`src/rtl/debug_step_ctrl_pkg.sv`:
```
// Shared definitions for the debug step controller.
//   - Default command byte values (UART ASCII letters).
//   - Controller and serializer state encodings.
//   - nbytes(): number of bytes needed to send a PC of a given width.
package debug_step_ctrl_pkg;

    localparam logic [7:0] CMD_RUN_DEF  = 8'h63;  // 'c'
    localparam logic [7:0] CMD_STEP_DEF = 8'h73;  // 's'
    localparam logic [7:0] CMD_CLR_DEF  = 8'h72;  // 'r'
    localparam logic [7:0] CMD_READ_DEF = 8'h70;  // 'p'
    localparam logic [7:0] CMD_STOP_DEF = 8'h78;  // 'x'

    typedef enum logic [2:0] {
        StIdle,
        StRun,
        StStep,
        StClr,
        StSend
    } ctrl_state_e;

    typedef enum logic {
        TxIdle = 1'b0,
        TxSend = 1'b1
    } tx_state_e;

    function automatic int unsigned nbytes(input int unsigned width);
        return (width + 7) / 8;
    endfunction

endpackage

```
`src/rtl/debug_tx_serializer.sv`:
```
// Report serializer: captures a PC word on a load strobe and sends it LSB byte first over a
// valid/ready byte stream. The top byte is zero-padded when PC_WIDTH is not a multiple of 8.
// Ports:
//   clock    in   system clock
//   reset    in   synchronous active-low reset
//   load     in   capture word and start sending (ignored while a report is in flight)
//   word     in   PC value to report
//   txValid  out  byte valid (held until txReady)
//   txData   out  current byte, 0 when idle
//   txReady  in   byte accepted on txValid && txReady
//   done     out  one-cycle pulse coinciding with the transfer of the last byte
module debug_tx_serializer
    import debug_step_ctrl_pkg::*;
#(
    parameter int unsigned PC_WIDTH = 8
) (
    input  logic                clock,
    input  logic                reset,
    input  logic                load,
    input  logic [PC_WIDTH-1:0] word,
    output logic                txValid,
    output logic [7:0]          txData,
    input  logic                txReady,
    output logic                done
);

    localparam int unsigned NBYTES = nbytes(PC_WIDTH);
    localparam int unsigned BUF_W  = NBYTES * 8;
    localparam int unsigned CNT_W  = (NBYTES > 1) ? $clog2(NBYTES) : 1;

    tx_state_e          state_q, state_d;
    logic [BUF_W-1:0]   buf_q, buf_d;
    logic [CNT_W-1:0]   idx_q, idx_d;
    logic               last_byte;

    assign last_byte = (idx_q == CNT_W'(NBYTES - 1));

    always_comb begin
        state_d = state_q;
        buf_d   = buf_q;
        idx_d   = idx_q;
        done    = 1'b0;
        unique case (state_q)
            TxIdle: begin
                if (load) begin
                    buf_d                 = '0;
                    buf_d[PC_WIDTH-1:0]   = word;
                    idx_d                 = '0;
                    state_d               = TxSend;
                end
            end
            TxSend: begin
                if (txReady) begin
                    // Shifting right leaves the buffer all-zero after the last byte,
                    // so txData returns to 0 when the report completes.
                    buf_d = buf_q >> 8;
                    if (last_byte) begin
                        idx_d   = '0;
                        state_d = TxIdle;
                        done    = 1'b1;
                    end else begin
                        idx_d = idx_q + CNT_W'(1);
                    end
                end
            end
            default: state_d = TxIdle;
        endcase
    end

    always_ff @(posedge clock) begin
        if (!reset) begin
            state_q <= TxIdle;
            buf_q   <= '0;
            idx_q   <= '0;
        end else begin
            state_q <= state_d;
            buf_q   <= buf_d;
            idx_q   <= idx_d;
        end
    end

    assign txValid = (state_q == TxSend);
    assign txData  = buf_q[7:0];

endmodule

```
`src/rtl/debug_step_ctrl.sv`:
```
// Debug-side master for the fetch-stage register. Decodes 1-byte commands from the debug
// UART RX path, drives debugEnable/debugReset into the fetch stage and reports the latched
// PC back on the TX path, LSB byte first.
// Ports:
//   clock        in   system clock
//   reset        in   synchronous active-low reset
//   rxValid      in   command byte available
//   rxData       in   command byte
//   rxReady      out  byte consumed on rxValid && rxReady (IDLE and RUN only)
//   txValid      out  report byte valid
//   txData       out  report byte
//   txReady      in   report byte accepted on txValid && txReady
//   pcIn         in   PC latched by the fetch stage
//   halt         in   pipeline reached a halt instruction
//   debugEnable  out  advance enable to the fetch stage
//   debugReset   out  clear to the fetch stage
//   busy         out  controller not idle
module debug_step_ctrl
    import debug_step_ctrl_pkg::*;
#(
    parameter int unsigned PC_WIDTH = 8,
    parameter logic [7:0]  CMD_RUN  = CMD_RUN_DEF,
    parameter logic [7:0]  CMD_STEP = CMD_STEP_DEF,
    parameter logic [7:0]  CMD_CLR  = CMD_CLR_DEF,
    parameter logic [7:0]  CMD_READ = CMD_READ_DEF,
    parameter logic [7:0]  CMD_STOP = CMD_STOP_DEF
) (
    input  logic                clock,
    input  logic                reset,
    input  logic                rxValid,
    input  logic [7:0]          rxData,
    output logic                rxReady,
    output logic                txValid,
    output logic [7:0]          txData,
    input  logic                txReady,
    input  logic [PC_WIDTH-1:0] pcIn,
    input  logic                halt,
    output logic                debugEnable,
    output logic                debugReset,
    output logic                busy
);

    ctrl_state_e state_q, state_d;
    // settle_q: enable has been dropped; the fetch stage updates during this cycle and the
    // PC is captured at its end. Shared by RUN (after halt/stop) and STEP.
    logic        settle_q, settle_d;
    logic        enable_q, enable_d;
    logic        clear_q, clear_d;
    logic        rx_fire;
    logic        load;
    logic        tx_done;

    assign rxReady = (state_q == StIdle) || (state_q == StRun);
    assign busy    = (state_q != StIdle);
    assign rx_fire = rxValid && rxReady;

    always_comb begin
        state_d  = state_q;
        settle_d = settle_q;
        enable_d = 1'b0;
        clear_d  = 1'b0;
        load     = 1'b0;
        unique case (state_q)
            StIdle: begin
                settle_d = 1'b0;
                if (rx_fire) begin
                    if (rxData == CMD_RUN) begin
                        state_d  = StRun;
                        enable_d = 1'b1;
                    end else if (rxData == CMD_STEP) begin
                        state_d  = StStep;
                        enable_d = 1'b1;
                    end else if (rxData == CMD_CLR) begin
                        state_d = StClr;
                        clear_d = 1'b1;
                    end else if (rxData == CMD_READ) begin
                        state_d = StSend;
                        load    = 1'b1;
                    end
                    // STOP and unknown bytes are consumed and dropped.
                end
            end
            StRun: begin
                if (settle_q) begin
                    state_d  = StSend;
                    settle_d = 1'b0;
                    load     = 1'b1;
                end else if (halt || (rx_fire && rxData == CMD_STOP)) begin
                    settle_d = 1'b1;
                end else begin
                    enable_d = 1'b1;
                end
            end
            StStep: begin
                // Entered with enable already high for one clock; halt is not consulted.
                if (settle_q) begin
                    state_d  = StSend;
                    settle_d = 1'b0;
                    load     = 1'b1;
                end else begin
                    settle_d = 1'b1;
                end
            end
            StClr: begin
                state_d = StIdle;
            end
            StSend: begin
                if (tx_done) begin
                    state_d = StIdle;
                end
            end
            default: begin
                state_d  = StIdle;
                settle_d = 1'b0;
            end
        endcase
    end

    always_ff @(posedge clock) begin
        if (!reset) begin
            state_q  <= StIdle;
            settle_q <= 1'b0;
            enable_q <= 1'b0;
            clear_q  <= 1'b0;
        end else begin
            state_q  <= state_d;
            settle_q <= settle_d;
            enable_q <= enable_d;
            clear_q  <= clear_d;
        end
    end

    assign debugEnable = enable_q;
    assign debugReset  = clear_q;

    // The serializer captures pcIn on load, so it also holds the reported PC.
    debug_tx_serializer #(
        .PC_WIDTH (PC_WIDTH)
    ) u_tx (
        .clock   (clock),
        .reset   (reset),
        .load    (load),
        .word    (pcIn),
        .txValid (txValid),
        .txData  (txData),
        .txReady (txReady),
        .done    (tx_done)
    );

endmodule

```
`config.mk`:
```
export PLATFORM = sky130hd
export DESIGN_NAME = debug_step_ctrl
export DESIGN_NICKNAME = d
export VERILOG_FILES = /design/src/rtl/debug_step_ctrl_pkg.sv /design/src/rtl/debug_tx_serializer.sv /design/src/rtl/debug_step_ctrl.sv
export SDC_FILE = /design/constraint.sdc
export NUM_CORES = 1
export LEC_CHECK = 0
export BUFFER_PORTS_ARGS = -buffer_cell sky130_fd_sc_hd__clkbuf_2
export CAP_MARGIN = 10
export CORE_AREA = 2 2 45 47
export CTS_CLUSTER_SIZE = 24
export DETAILED_ROUTE_END_ITERATION = 16
export DIE_AREA = 0 0 47 49
export MAX_ROUTING_LAYER = met4
export PLACE_DENSITY = 0.81
export SLEW_MARGIN = 15
export SYNTH_ARGS = -nofsm -noshare
export SYNTH_HDL_FRONTEND = slang
export SYNTH_SLANG_ARGS = --single-unit
```
`constraint.sdc`:
```
create_clock -name clock -period 2.3 [get_ports clock]
set_clock_uncertainty 0.15 [all_clocks]
set_input_delay 0 -clock clock [delete_from_list [all_inputs] [get_ports clock]]
set_output_delay 0 -clock clock [all_outputs]
set_load 0.05 [all_outputs]
```
==> run_results.csv, run 1 <==
group,metric,value,unit
cells_and_area,syn2layout_area_growth,62.0,%
detailed_routing,vias_per_cell,4.94,
synthesis,synthMuxAreaShare,0.104,
cells_and_area,final_common_cell,"clkbuf_2",
power,ir_drop,247,uV
synthesis,yosysTopAreaCell,"dfxtp_1",
detailed_routing,route.vias.total,849,
synthesis,synth.top_cell.area_share,0.392,
outcome,run_status,"finished clean",
synthesis,synthTopCellsByArea,"dfxtp_1, mux2i_1, nand2_1",
clock_tree,clock-sinks,15,
global_routing,grt_overflow_total,0,
detailed_routing,drc,0,
min_path,worstHoldPathCells,5,
clock_tree,clk_pin_slew,0.09,ns
clock_tree,cts_tree,"yes",
timing,max_freq,451,MHz
timing,slew_headroom,0.352,
setup_path,ff2ff_path_depth,4,
timing,slew_violations,0,
cells_and_area,nets,167,
detailed_routing,wirelength,2.10,mm
power,p_leak,0.571,nW
timing,rsz0062_at_grt,"false",
placement,gp_congestion,0.766,
run,drv_cap,0,
setup_path,cp.arrival,2.27,ns
placement,port_buffers,33,
die,rows,16,
power,powerDensity,388,nW/um2
setup_path,crit_fanout,4,
clock_tree,cts_htree_levels,1,
timing,hold_violations,0,
timing,setup_viol,0,
die,die_h,49,um
timing,fin_tns_setup,0,ns
setup_path,cp-end-kind,"flip-flop",
cells_and_area,final_cell_mix,"clkbuf_2, dlygate4sd3_1, nand2_1",
power,finalPower,482,uW
global_routing,grt_pass1_vias,774,
synthesis,synthesis.nets,108,
synthesis,synthesis.area,767,um2
clock_tree,cts_root_buf,"clkbuf_4",
setup_path,rrSetupSlack,0.19,ns
cells_and_area,diodes,0,
synthesis,synth_top_family_by_area,"simple AND/OR/NAND/NOR gates",
die,core-area,1840,um2
detailed_routing,antenna_left,0,
synthesis,ys_seq_area_frac,0.392,
synthesis,synth.distinct_cells,29,
setup_path,worstSetupPathType,"input port to flip-flop",
die,ios,34,
die,dieArea,2300,um2
detailed_routing,drt-initial-drc-count,10,
setup_path,worstSetupStartpointType,"input port",
synthesis,synth_adder_area_share,0,
die,die_w,47,um
synthesis,avgSynthCellArea,8.82,um2
synthesis,synth_compound_area_frac,0.0897,
timing,period_share,0.965,
global_routing,antenna_found_initial,0,
clock_tree,insertion_delay,0.27,ns
synthesis,synth_simple_gate_area_frac,0.347,
die,initial_utilization,0.416,
clock_tree,clockBufferDepth,2,
synthesis,synth_cells,87,
synthesis,synth_xor_area_frac,0.0228,
timing,fin_crit,2.22,ns
synthesis,ys_ff_latch,15,
setup_path,crit_required,2.35,ns
placement,hpwl,1.30,mm
clock_tree,numCtsBuffers,3,
synthesis,ys.warnings.count,0,
global_routing,grt_max_degree,13,
global_routing,grt_usage,0.187,
cells_and_area,drive_gt1_frac,0.303,
timing,tightest_slew,0.966,ns
detailed_routing,dr.pass1.iters,4,
detailed_routing,wl_per_cell,12.2,um
global_routing,grt_pass1_wl,3.06,mm
min_path,min_path_type,"input port to flip-flop",
metal layers:
layer	share of wire	global-route usage	vias to the layer above
met5	0	-	-
met4	0	0.0417	0
met3	0.048	0.0481	0
met2	0.53	0.342	28
met1	0.42	0.189	396
li1	-	-	425
area by class of cell:
class,count,area (um2)
clock buffer,3,22.5
clock inverter,1,5.00
fill,153,599
inverter,2,7.51
multi-input combinational,65,450
sequential,15,300
tap,27,33.8
timing repair buffer,59,423
critical path: stages:
cell and delay, ns:
dlygate4sd3_1 0.54, clkbuf_2 0.14, or3b_4 0.44, nor4b_4 0.29
dlygate4sd3_1 0.58, nand2_1 0.06, a221oi_2 0.22
kinds of logic (layout without fill, tap and decap cells):
| family | count (synthesis) | count (layout) |
|---|---|---|
| simple gates | 44 | 44 |
| mux | 8 | 8 |
| xor+xnor | 2 | 2 |
| compound gates | 11 | 11 |
| flops | 15 | 15 |
| buf+inv | 7 | 65 |
final timing paths:
path | startpoint | end
setup / recovery | rxData[0] | settle_q$_SDFFE_PN0N_
hold / removal | rxValid | debugEnable$_SDFF_PN0_
setup reg to reg | state_q[1]$_SDFFE_PN0P_ | u_tx.txData[2]$_SDFFE_PN0P_
hold reg to reg | u_tx.txData[5]$_SDFFE_PN0P_ | u_tx.txData[5]$_SDFFE_PN0P_
registers in the layout, indices dropped and copies added (netlist names):
name	flops
settle_q	1
u_tx.txData	8
u_tx.txValid	1
debugEnable	1
debugReset	1
state_q	3
synthesized netlist by cell type:
master	number
nand2_1	21
dfxtp_1	15
mux2i_1	8
a21oi_1	6
clkbuf_1	4
nor2_1	4
nand2b_1	3
inv_1	2
nand3b_1	2
nor3b_1	2
or3_1	2
a211oi_1	1
a221oi_1	1
a311oi_1	1
and4b_1	1
buf_6	1
nand4b_1	1
nor3_1	1
nor4_2	1
nor4_4	1
nor4b_1	1
nor4b_2	1
nor4bb_1	1
o21ai_1	1
o31a_1	1
or3b_1	1
or4_4	1
xnor2_1	1
xor2_1	1
per-stage QoR:
| stage | util | hold slack [ns] | worst slack [ns] | area [um2] | cells |
|---|---|---|---|---|---|
| after detailed placement | 0.514 | 0.0876 | 0.219 | 947 | 143 |
| after global placement | 0.514 | 0.0806 | 0.295 | 947 | 143 |
| after CTS | 0.665 | 0.130 | 0.0969 | 1220 | 172 |
| final | 0.675 | 0.167 | 0.0811 | 1240 | 172 |
| after floorplan | - | -0.0175 | 0.658 | 767 | 87 |
| after global routing | 0.675 | 0.174 | 0.0215 | 1240 | 172 |
power breakdown:
part	internal, mW	leakage (nW)	switching (mW)
Sequential	0.260	0.121	0.000790
Clock	0.0643	0.0177	0.0780
Combinational	0.0476	0.433	0.0312
Total	0.372	0.571	0.110
repair_timing:
item                       4_1_cts  5_1_grt
gates resized for setup          0        3
setup endpoints to repair        0        1
hold endpoints to repair        15        0
buffers inserted                 0        0
hold buffers                    25        0
No activity file was read; power rests on OpenSTA's default activity.
==> run 2, diff against run 1 <==
Settings changed: CORE_AREA 2 2 45 47 to 2 2 46 48, DIE_AREA 0 0 47 49 to 0 0 48 50, PLACE_DENSITY 0.81 to 0.82, SYNTH_HIERARCHICAL set to 1.
==> run 2 against run 1 <==
First-iteration DRC count increased by 80%. Clock power about the same. Register-to-register slack improved by 0.03 ns. Sequential power about the same. Synthesized area increased by 8.3%. Critical endpoint is now u_tx/txData[7]$_SDFFE_PN0P_. Flip-flop and latch count unchanged. Maximum frequency increased by 6.7%. Combinational power decreased by 16%.
==> run_results.csv, run 2 <==
group,metric,value,unit
timing,slew_headroom,0.696,
synthesis,postSynth.asyncResetShare,0,
die,dieArea,2400,um2
power,p_leak,0.486,nW
timing,rsz0062_at_grt,"false",
die,initial_utilization,0.437,
global_routing,grt_usage,0.200,
detailed_routing,drc,0,
detailed_routing,antenna_left,0,
die,die_w,48,um
clock_tree,insertion_delay,0.27,ns
synthesis,synth_edf_count,0,
setup_path,crit_fanout,12,
detailed_routing,wirelength,2.06,mm
clock_tree,numCtsBuffers,3,
synthesis,ys_seq_area_frac,0.361,
global_routing,grt_pass1_vias,806,
cells_and_area,drive_gt1_frac,0.390,
synthesis,synth_common_cells,"nand2_1, dfxtp_1, o22ai_2",
clock_tree,clock-sinks,15,
cells_and_area,final_cell_mix,"clkbuf_2, nand2_1, dfxtp_1",
synthesis,synthMuxAreaShare,0.0181,
synthesis,synth.distinct_cells,33,
detailed_routing,wl_per_cell,12.7,um
power,powerDensity,409,nW/um2
timing,setup_viol,0,
synthesis,avgSynthCellArea,9.23,um2
outcome,run_status,"finished clean",
synthesis,synthesis.nets,111,
global_routing,antenna_found_initial,0,
synthesis,synth_top_family_by_area,"simple AND/OR/NAND/NOR gates",
global_routing,grt_max_degree,23,
synthesis,synthTopCellsByArea,"dfxtp_1, o22ai_2, nand2_1",
cells_and_area,largest_register_ffs,8,
timing,hold_violations,0,
placement,port_buffers,33,
clock_tree,cts_tree,"yes",
timing,fin_crit,2.08,ns
clock_tree,cts_htree_levels,1,
die,rows,16,
detailed_routing,dr.pass1.iters,4,
placement,gp_congestion,0.877,
clock_tree,post_cts_buffers,0,
cells_and_area,syn2layout_area_growth,39.2,%
synthesis,yosysTopAreaCell,"dfxtp_1",
clock_tree,cts_root_buf,"clkbuf_4",
global_routing,grt_overflow_total,0,
clock_tree,clockBufferDepth,2,
detailed_routing,route.vias.total,834,
synthesis,ys.warnings.count,6,
timing,slew_violations,0,
setup_path,worstSetupStartpointType,"flip-flop",
placement,place_inst,146,
synthesis,synth_flop_cell,"dfxtp_1",
detailed_routing,vias_per_cell,5.12,
timing,period_share,0.904,
setup_path,crit_required,2.36,ns
setup_path,cp.arrival,2.14,ns
die,ios,34,
cells_and_area,nets,158,
clock_tree,clk_pin_slew,0.09,ns
synthesis,synth_cells,90,
setup_path,worstSetupPathType,"flip-flop to flip-flop",
detailed_routing,drt-initial-drc-count,18,
timing,tightest_slew,0.451,ns
timing,max_freq,481,MHz
cells_and_area,final_common_cell,"clkbuf_2",
run,drv_cap,0,
synthesis,synth_compound_area_frac,0.256,
synthesis,synth_xor_area_frac,0.0105,
global_routing,grt_pass1_wl,3.44,mm
synthesis,ys_ff_latch,15,
cells_and_area,diodes,0,
synthesis,yosysMostFrequentCell,"nand2_1",
synthesis,synth_adder_area_share,0,
die,die_h,50,um
synthesis,synth_simple_gate_area_frac,0.304,
timing,fin_tns_setup,0,ns
synthesis,synthesis.area,831,um2
synthesis,synth.top_cell.area_share,0.361,
cells_and_area,fillers,163,
cells_and_area,fin_cells,163,
placement,hpwl,1.44,mm
power,ir_drop,257,uV
min_path,min_path_type,"input port to flip-flop",
die,core-area,1900,um2
setup_path,cp-end-kind,"flip-flop",
run 2: changes by cell type in the layout (fill, tap and decap cells not counted), moves of 3 or more:
cell | before | now
nor3_1 | 1 | 4
mux2i_1 | 8 | 0
a21oi_1 | 6 | 3
dlygate4sd3_1 | 25 | 13
o22ai_2 | 0 | 8
o21ai_0 | 0 | 4
run 2: what timing repair did:
| item | CTS | global route |
|---|---|---|
| endpoints found under the hold margin | 13 | 0 |
| endpoints found under the setup margin | 0 | 4 |
| hold buffers | 13 | 0 |
| gates resized for setup | 0 | 1 |
run 2: worst max-delay path, cell delays in order, from the launching register on:
cell      delay (ns)
dfxtp_1         0.42
or3_4           0.46
o41ai_2         0.50
nand2b_2        0.26
o22ai_2         0.23
run 2: per-layer routing:
layer	global-route usage	routed length, um	vias up
li1	-	-	427
met1	0.212	854	385
met2	0.369	1140	22
met3	0.0549	71	0
met4	0.0135	0	0
met5	-	0	-
run 2: layout make-up:
class                   count  area, um2  share of cell area
multi-input cells          69        492               0.425
flip-flops and latches     15        300               0.260
repair buffers             46        295               0.255
well taps                  27       33.8              0.0292
clock buffers               3       22.5              0.0195
inverters                   2       7.51             0.00649
clock inverters             1       5.00             0.00433
run 2: power by group:
group | switching (mW) | internal (mW)
Clock | 0.0810 | 0.0645
Sequential | 0.000623 | 0.260
Combinational | 0.0317 | 0.0346
Total | 0.113 | 0.359
run 2: final timing paths:
check / start / endpoint / slack [ns] / depth (start not counted)
min: rxValid / debugEnable$_SDFF_PN0_ / 0.02 / 5
max reg2reg: state_q[2]$_SDFFE_PN0P_ / u_tx/txData[7]$_SDFFE_PN0P_ / 0.22 / 4
max: state_q[2]$_SDFFE_PN0P_ / u_tx/txData[7]$_SDFFE_PN0P_ / 0.22 / 4
min reg2reg: u_tx/txData[4]$_SDFFE_PN0P_ / u_tx/txData[4]$_SDFFE_PN0P_ / 0.34 / 2
run 2: logic make-up after synthesis:
| kind of cell | count (synthesis) |
|---|---|
| compound gates | 23 |
| flops | 15 |
| simple gates | 44 |
| mux | 1 |
| xor+xnor | 1 |
| buf+inv | 6 |
run 2: stage by stage:
stage               cell area, um2  power (mW)  hold WS, ns  setup slack, ns  utilization
floorplan                      831       0.291      -0.0322            0.429            -
detailed placement             996       0.314        0.111            0.143        0.524
global placement               996       0.313        0.105            0.230        0.524
finish                        1160       0.472       0.0157            0.221        0.608
global route                  1160       0.503       0.0205            0.113        0.608
CTS                           1150       0.478      0.00163            0.132        0.607
==> run 3, diff against run 2 <==
--- a/config.mk
+++ b/config.mk
@@ -13,5 +13,5 @@
 export DIE_AREA = 0 0 48 50
 export MAX_ROUTING_LAYER = met4
-export PLACE_DENSITY = 0.82
+export PLACE_DENSITY = 0.74
 export SLEW_MARGIN = 15
 export SYNTH_ARGS = -nofsm -noshare
==> constraint.sdc (replaced) <==
create_clock -name clock -period 2.3 [get_ports clock]
set_clock_uncertainty 0.15 [all_clocks]
set_input_delay 0.23 -clock clock [delete_from_list [all_inputs] [get_ports clock]]
set_output_delay 0.23 -clock clock [all_outputs]
set_load 0.05 [all_outputs]
==> run 3 against run 2 <==
Sequential share of layout area increased by 3.3 points. Flip-flop and latch count unchanged. Die area unchanged. Core utilization shrank 6.8 points. Combinational power fell by 30%. Largest cell class unchanged. Critical path depth did not move. Via count down 7.7%. Critical path type unchanged. First-iteration DRC count shrank 28%. Clock power hardly changed. Critical endpoint unchanged. Count of clock-buffer cells in the layout unchanged.
==> run_results.csv, run 3 (same netlist as run 2, synthesis figures left out) <==
group,metric,value,unit
outcome,run_status,"finished clean",
timing,hold_violations,0,
setup_path,worstSetupStartpointType,"flip-flop",
power,p_int,345,uW
power,pwr-share-clk,0.322,
global_routing,grt_pass1_vias,643,
min_path,min_path_type,"input port to flip-flop",
cells_and_area,largest_register_ffs,8,
detailed_routing,antenna_left,0,
setup_path,r2r-start,"state_q[2]$_SDFFE_PN0P_",
detailed_routing,route.vias.total,770,
clock_tree,insertion_delay,0.27,ns
die,dieArea,2400,um2
timing,hold_slack,0.0396,ns
min_path,worstHoldPathCells,3,
die,rows,16,
power,finalPower,453,uW
power,powerDensity,442,nW/um2
run,drv_cap,0,
power,ir_drop,307,uV
min_path,min_to,"u_tx/txData[6]$_SDFFE_PN0P_",
power,p_leak,0.431,nW
detailed_routing,wl_per_cell,11.6,um
clock_tree,cts_htree_levels,1,
detailed_routing,wirelength,1.75,mm
timing,tightest_slew,0.425,ns
clock_tree,clk_pin_slew,0.09,ns
cells_and_area,nets,145,
power,comb_power_share,0.103,
placement,gp_congestion,0.835,
die,die_h,50,um
timing,max_freq,493,MHz
power,p_sw_frac,0.240,
global_routing,grt_max_degree,23,
timing,setup_viol,0,
cells_and_area,post-route-util,0.539,
min_path,min_from,"pcIn[6]",
timing,period_share,0.881,
placement,place_inst,146,
die,die_w,48,um
global_routing,grt_usage,0.162,
detailed_routing,drt-initial-drc-count,13,
cells_and_area,diodes,0,
timing,fin_tns_setup,0,ns
power,seqPwrFrac,0.575,
clock_tree,post_cts_buffers,0,
placement,port_buffers,33,
placement,place_ws,0.172,ns
setup_path,worstSetupPathType,"flip-flop to flip-flop",
cells_and_area,drive_gt1_frac,0.431,
setup_path,r2r_end,"u_tx/txData[7]$_SDFFE_PN0P_",
global_routing,grt_pass1_wl,2.73,mm
timing,setup_slack,0.273,ns
clock_tree,cts_root_buf,"clkbuf_4",
global_routing,antenna_found_initial,0,
timing,slew_headroom,0.714,
detailed_routing,vias_per_cell,5.13,
cells_and_area,final_cell_mix,"clkbuf_2, nand2_1, dfxtp_1",
timing,rsz0062_at_grt,"false",
setup_path,crit_required,2.37,ns
detailed_routing,dr.pass1.iters,4,
clock_tree,cts_tree,"yes",
clock_tree,cts_hold_buf,0,
placement,placed_cell_area,996,um2
detailed_routing,drc,0,
setup_path,crit_fanout,12,
cells_and_area,postLayoutCellArea,1030,um2
power,p_sw,109,uW
setup_path,ff2ff_path_depth,4,
setup_path,cp.arrival,2.09,ns
cells_and_area,fin_cells,150,
placement,hpwl,1.38,mm
clock_tree,clockBufferDepth,2,
die,initial_utilization,0.437,
clock_tree,clock-sinks,15,
clock_tree,numCtsBuffers,3,
setup_path,cp-end-kind,"flip-flop",
cells_and_area,syn2layout_area_growth,23.5,%
timing,slew_violations,0,
global_routing,grt_overflow_total,0,
timing,fin_crit,2.03,ns
die,core-area,1900,um2
cells_and_area,final_common_cell,"clkbuf_2",
setup_path,rrSetupSlack,0.27,ns
die,ios,34,
-- run 3: timing repair --
| action | in CTS | in global routing |
|---|---|---|
| gates resized for setup | 0 | 1 |
| endpoints found under the setup margin | 0 | 1 |
| hold endpoints to repair | 0 | 0 |
-- run 3: worst max-delay path by stage --
stage,start,to,slack (ns),cells after the start
CTS,state_q[2]$_SDFFE_PN0P_,u_tx/txData[7]$_SDFFE_PN0P_,0.16,4
detailed placement,state_q[2]$_SDFFE_PN0P_,u_tx/txData[4]$_SDFFE_PN0P_,0.17,4
floorplan,state_q[0]$_SDFFE_PN0P_,u_tx/txData[0]$_SDFFE_PN0P_,0.43,4
global placement,state_q[2]$_SDFFE_PN0P_,u_tx/txData[2]$_SDFFE_PN0P_,0.22,4
finish,state_q[2]$_SDFFE_PN0P_,u_tx/txData[7]$_SDFFE_PN0P_,0.27,4
global route,state_q[2]$_SDFFE_PN0P_,u_tx/txData[7]$_SDFFE_PN0P_,0.12,4
-- run 3: worst max-delay path, cell delays in order (launching register included) --
cell and delay [ns]:
dfxtp_1 0.42, or3_4 0.46, o41ai_2 0.48, nand2b_2 0.25, o22ai_2 0.22
-- run 3: power groups by stage --
stage | clock network, mW | registers (mW) | logic [mW]
floorplan | 0 | 0.268 | 0.0236
global placement | 0 | 0.267 | 0.0462
detailed placement | 0 | 0.267 | 0.0468
CTS | 0.153 | 0.261 | 0.0469
global route | 0.163 | 0.261 | 0.0523
finish | 0.146 | 0.261 | 0.0467
-- run 3: layer usage --
layer	up-vias	share of wire	GRT usage	wire, um
met5	-	0	-	0
met4	0	0.017	0.0315	30
met3	6	0.058	0.0696	101
met2	26	0.50	0.244	872
met1	341	0.42	0.201	742
li1	397	-	-	-
-- run 3: cell type report --
cell class              count  area (um2)
clock buffers               3        22.5
clock inverters             1        5.00
fillers                   192         876
inverters                   2        7.51
multi-input cells          69         492
flip-flops and latches     15         300
well taps                  27        33.8
repair buffers             33         165
